[src/rtl/seg_pkg.sv]
// Shared constants and the hex-to-segment encoder for the multiplexed display.
// All segment patterns are active-low, ordered {g,f,e,d,c,b,a}.
package seg_pkg;

    localparam logic [6:0] SEG_OFF = 7'b1111111;
    localparam logic [3:0] AN_OFF  = 4'b1111;

    localparam logic [6:0] HEX_0 = 7'b1000000;
    localparam logic [6:0] HEX_1 = 7'b1111001;
    localparam logic [6:0] HEX_2 = 7'b0100100;
    localparam logic [6:0] HEX_3 = 7'b0110000;
    localparam logic [6:0] HEX_4 = 7'b0011001;
    localparam logic [6:0] HEX_5 = 7'b0010010;
    localparam logic [6:0] HEX_6 = 7'b0000010;
    localparam logic [6:0] HEX_7 = 7'b1111000;
    localparam logic [6:0] HEX_8 = 7'b0000000;
    localparam logic [6:0] HEX_9 = 7'b0010000;
    localparam logic [6:0] HEX_A = 7'b0001000;
    localparam logic [6:0] HEX_B = 7'b0000011;
    localparam logic [6:0] HEX_C = 7'b1000110;
    localparam logic [6:0] HEX_D = 7'b0100001;
    localparam logic [6:0] HEX_E = 7'b0000110;
    localparam logic [6:0] HEX_F = 7'b0001110;

    function automatic logic [6:0] hex_enc(input logic [3:0] nib);
        logic [6:0] code;
        case (nib)
            4'h0:    code = HEX_0;
            4'h1:    code = HEX_1;
            4'h2:    code = HEX_2;
            4'h3:    code = HEX_3;
            4'h4:    code = HEX_4;
            4'h5:    code = HEX_5;
            4'h6:    code = HEX_6;
            4'h7:    code = HEX_7;
            4'h8:    code = HEX_8;
            4'h9:    code = HEX_9;
            4'hA:    code = HEX_A;
            4'hB:    code = HEX_B;
            4'hC:    code = HEX_C;
            4'hD:    code = HEX_D;
            4'hE:    code = HEX_E;
            default: code = HEX_F;
        endcase
        return code;
    endfunction

endpackage

[src/rtl/hex_to_seg.sv]
// Combinational 4-bit nibble to active-low 7-segment pattern.
module hex_to_seg
    import seg_pkg::*;
(
    input  logic [3:0] nib,
    output logic [6:0] seg
);

    always_comb begin
        seg = hex_enc(nib);
    end

endmodule

[src/rtl/hex_seg_scan.sv]
// Time-multiplexed 4-digit hex display driver with a frame-synchronous shadow
// register, so a value change never tears across digits within one scan frame.
module hex_seg_scan
    import seg_pkg::*;
#(
    parameter int SCAN_DIV = 100000,
    parameter int CNT_W    = 17
) (
    input  logic        clk,
    input  logic        rstn,
    input  logic [15:0] d,
    input  logic        upd,
    input  logic        blank_lz,
    output logic [3:0]  an,
    output logic [6:0]  seg,
    output logic        dp
);

    logic [CNT_W-1:0] div_cnt;
    logic [1:0]       idx;
    logic [15:0]      shadow;
    logic             pending;
    logic             tick;
    logic             frame_end;
    logic [3:0]       nib;
    logic [6:0]       seg_enc;
    logic             blanked;
    logic [3:0]       an_next;

    assign tick      = (div_cnt == CNT_W'(SCAN_DIV - 1));
    assign frame_end = tick && (idx == 2'd3);
    assign dp        = 1'b1;

    always_ff @(posedge clk or negedge rstn) begin
        if (!rstn) begin
            div_cnt <= '0;
            idx     <= 2'd0;
        end else if (tick) begin
            div_cnt <= '0;
            idx     <= idx + 2'd1;
        end else begin
            div_cnt <= div_cnt + CNT_W'(1);
        end
    end

    // A request arriving on the frame_end cycle itself is honoured immediately.
    always_ff @(posedge clk or negedge rstn) begin
        if (!rstn) begin
            shadow  <= 16'h0000;
            pending <= 1'b0;
        end else if (frame_end && (pending || upd)) begin
            shadow  <= d;
            pending <= 1'b0;
        end else if (upd) begin
            pending <= 1'b1;
        end
    end

    always_comb begin
        nib = shadow[{idx, 2'b00} +: 4];
    end

    hex_to_seg u_enc (
        .nib (nib),
        .seg (seg_enc)
    );

    // Digit 0 is never blanked so a zero value still shows a single "0".
    always_comb begin
        blanked = 1'b0;
        case (idx)
            2'd1:    blanked = blank_lz && (shadow[15:4]  == 12'h000);
            2'd2:    blanked = blank_lz && (shadow[15:8]  == 8'h00);
            2'd3:    blanked = blank_lz && (shadow[15:12] == 4'h0);
            default: blanked = 1'b0;
        endcase
    end

    always_comb begin
        an_next      = AN_OFF;
        an_next[idx] = 1'b0;
    end

    always_ff @(posedge clk or negedge rstn) begin
        if (!rstn) begin
            an  <= AN_OFF;
            seg <= SEG_OFF;
        end else if (blanked) begin
            an  <= AN_OFF;
            seg <= SEG_OFF;
        end else begin
            an  <= an_next;
            seg <= seg_enc;
        end
    end

endmodule

[config.mk]
export PLATFORM = sky130hd
export DESIGN_NAME = hex_seg_scan
export DESIGN_NICKNAME = d
export VERILOG_FILES = /design/src/rtl/seg_pkg.sv /design/src/rtl/hex_to_seg.sv /design/src/rtl/hex_seg_scan.sv
export SDC_FILE = /design/constraint.sdc
export NUM_CORES = 1
export LEC_CHECK = 0
export CAP_MARGIN = 20
export CORE_MARGIN = 2
export CORE_UTILIZATION = 25
export CTS_BUF_LIST = sky130_fd_sc_hd__clkbuf_4
export CTS_CLUSTER_SIZE = 10
export DETAILED_ROUTE_END_ITERATION = 8
export PLACE_DENSITY_LB_ADDON = 0.3
export SKIP_LAST_GASP = 1
export SLEW_MARGIN = 20
export SYNTH_ARGS = -nofsm -noshare
export SYNTH_HDL_FRONTEND = slang
export SYNTH_SLANG_ARGS = --single-unit
[constraint.sdc]
create_clock -name clk -period 2.1 [get_ports clk]
set_clock_uncertainty 0.2 [all_clocks]
set_input_delay 0.315 -clock clk [delete_from_list [all_inputs] [get_ports clk]]
set_output_delay 0.315 -clock clk [all_outputs]
set_load 0.02 [all_outputs]
==> run metrics <==
worst reg-to-reg path cell count=6; fmax=475 MHz; Chip Width=101 um; final setup margin=-0.00440 ns; vias per std cell=4.60; port bufs=30; r2r endpoint=shadow[15]; CP Capture Type=flop; RSZ-0062 raised after global routing=true; initial core utilization=25.6%; pwr/cell area=509 mW/mm2; violated checks=negative setup slack; TritonRoute pass-1 iters=4; Crit path required time=2.16 ns; Total Neg Setup Slack=-0.00799 ns; Hold Path Class=input port to asynchronous set/reset pin; Die Y=101 um; FF/Latch Area=0.00119 mm2; Final Util=34.4%; Final #Nets=291; Worst Path Arrival=2.17 ns; fin crit share=100%; first-pass GRT wire length=8450 um; Multi-input gate area=0.00117 mm2; floorplan row count=35; Crit Path Class=flop to flop; # DRC=0; Worst Path Max Fanout=16; Setup violations, final=3; CP Launch Type=flop; total track usage=10.6%; fill cell count=937; Num CTS Buffers=5; Post-Place Setup Slack=-0.0317 ns; worst-margin pin slew=0.569 ns; DRT antenna net count=0; maximum VDD drop=0.204 mV; Max Cap Violations=0; flop2flop setup slack=-0.004 ns; outcome=complete, but fails checks; via count=1711; CTS sink cnt=47; Syn Area/Cell=12.1 um2; Cell Area, Synth=0.00235 mm2; RR Startpoint=div_cnt[1]; Final Max Tran Viols=0; H-tree Lvls=2; final hold vios=0; largest net degree at the start of global routing=25; Avg WL per Cell=14.2 um; # diodes=0; Final HPWL DP=3840 um; CTS tree=yes; Worst-path clk slew=0.15 ns; vias in the first global route=1687; number of enable flip-flop cells after synthesis=0; layout cells sized above 1=35.6%; Most used DFF post-synth=dfrtp_1; CTS Root Cell=clkbuf_4; initial DRC count=40; YS warnings=0; Die ar.=0.0102 mm2; Clk Latency, worst-skew pair=0.37 ns; Slew Limit Headroom=62.0%; Longest Clk Path Bufs=2; core area=0.00920 mm2; hold_ws=0.251 ns; sequential area share after synthesis=50.5%; Mapped Cells=195; placed cells=357; FF+latch count, synth=47; area grow syn2layout=34.3%; Mapped Nets=226; Leak Pwr=1.34 nW; DRT Wirelength=5280 um; Finished Layout Cells=372; GRT overflow=0; min cycle time layout=2.10 ns; Async S/R FF share, synth=100%; # IOs=32; Yosys cell types=40; Final Wtd Congestion=0.792; initial antenna violation count=0
==> logic make-up after synthesis <==
family | after synthesis | synth area share (%)
simple gates | 62 | 15.4
flops | 47 | 50.5
mux | 25 | 14.2
xor+xnor | 18 | 6.70
compound gates | 16 | 4.20
buf+inv | 15 | 2.92
fa+ha+maj | 11 | 5.84
other cells | 1 | 0.159
==> state kept, by name (all words and copies together) (netlist names) <==
signal	count
an	4
shadow	16
div_cnt	17
pending	1
seg	7
idx	2
==> cell usage in the layout, fill, tap and decap left out, types with 2 or more instances in the layout <==
cell              n
o21ai_0           5
dfstp_2          11
nor3_1            2
nand2_1          12
mux2i_1           2
nor4_1            5
mux2_2           18
nor4b_2           3
xnor2_1           9
inv_1             9
dfrtp_1          34
clkbuf_4          5
a21oi_1           2
nor2_1            9
o211ai_1          3
ha_1              9
mux4_2            5
nand3b_1          2
nand4_1           3
xor2_1            9
nand3_1          10
and3_1            3
nor3b_2           2
buf_4            30
or2_2             2
dfrtp_2           2
clkinvlp_4        2
clkdlybuf4s50_1  29
ha_2              2
buf_12            2
==> metal layers <==
| layer | GRT usage [%] | vias up | wire (um) |
|---|---|---|---|
| li1 | - | 828 | - |
| met1 | 15.3 | 833 | 2620 |
| met2 | 15.6 | 40 | 2330 |
| met3 | 2.08 | 10 | 223 |
| met4 | 4.37 | 0 | 102 |
| met5 | 0 | - | 0 |
==> area by class of cell <==
cell class | count | area share (%)
flip-flops and latches | 47 | 37.7
multi-input cells | 134 | 36.9
repair buffers | 63 | 18.0
well taps | 111 | 4.39
clock buffers | 5 | 1.19
inverters | 9 | 1.07
clock inverters | 3 | 0.752
==> power by group <==
group          switching (mW)  leakage (nW)  internal [mW]  total [mW]
registers              0.0222         0.578          0.942       0.964
logic                  0.0849         0.730          0.112       0.197
clock network           0.313        0.0278          0.135       0.447
total                   0.420          1.34           1.19        1.61
==> worst max path at each step <==
stage | start | endpoint | slack [ns]
after floorplan | div_cnt[0] | shadow[10] | -0.1
after global placement | div_cnt[0] | shadow[3] | -0.009
after detailed placement | idx[1] | seg[3] | -0.03
after CTS | div_cnt[0] | shadow[15] | -0.04
after global routing | div_cnt[1] | shadow[15] | -0.1
final | div_cnt[1] | shadow[15] | -0.004
==> worst max-delay path, stage by stage (launching register included) <==
cell,delay [ns]
dfrtp_1,0.40
ha_2,0.21
nor4b_2,0.19
nand4b_1,0.19
nor4_4,0.29
buf_12,0.19
mux2_2,0.33
==> through the flow <==
step / power (mW) / cell area, um2
finish: 1.61 / 3160
global placement: 1.16 / 2990
CTS: 1.62 / 3070
floorplan: 1.06 / 2370
global route: 1.69 / 3160
detailed placement: 1.16 / 2990
==> synthesized netlist by cell type, drive strengths merged, types with 2 or more instances <==
| library cell | number | area [um2] |
|---|---|---|
| dfrtp | 36 | 901 |
| mux2 | 18 | 203 |
| nand2 | 12 | 45.0 |
| dfstp | 11 | 289 |
| ha | 11 | 138 |
| nand3 | 10 | 50.1 |
| nor2 | 10 | 40.0 |
| inv | 9 | 33.8 |
| xnor2 | 9 | 78.8 |
| xor2 | 9 | 78.8 |
| nor4 | 7 | 58.8 |
| o21ai | 6 | 30.0 |
| mux4 | 5 | 113 |
| and3 | 4 | 26.3 |
| a21oi | 3 | 15.0 |
| buf | 3 | 23.8 |
| clkbuf | 3 | 11.3 |
| nand4 | 3 | 18.8 |
| nor3b | 3 | 22.5 |
| nor4b | 3 | 32.5 |
| o211ai | 3 | 22.5 |
| mux2i | 2 | 20.0 |
| nand3b | 2 | 15.0 |
| nor3 | 2 | 10.0 |
| or2 | 2 | 12.5 |
==> what timing repair did <==
item / in CTS / in global routing
pin swaps: 1 / 0
gates cloned: 0 / 1
gates resized for setup: 2 / 9
hold buffers: 1 / 0
buffers inserted: 0 / 5
endpoints found under the hold margin: 13 / 0
setup endpoints to repair: 21 / 26
Note: power is estimated with default switching activity, not from simulation.
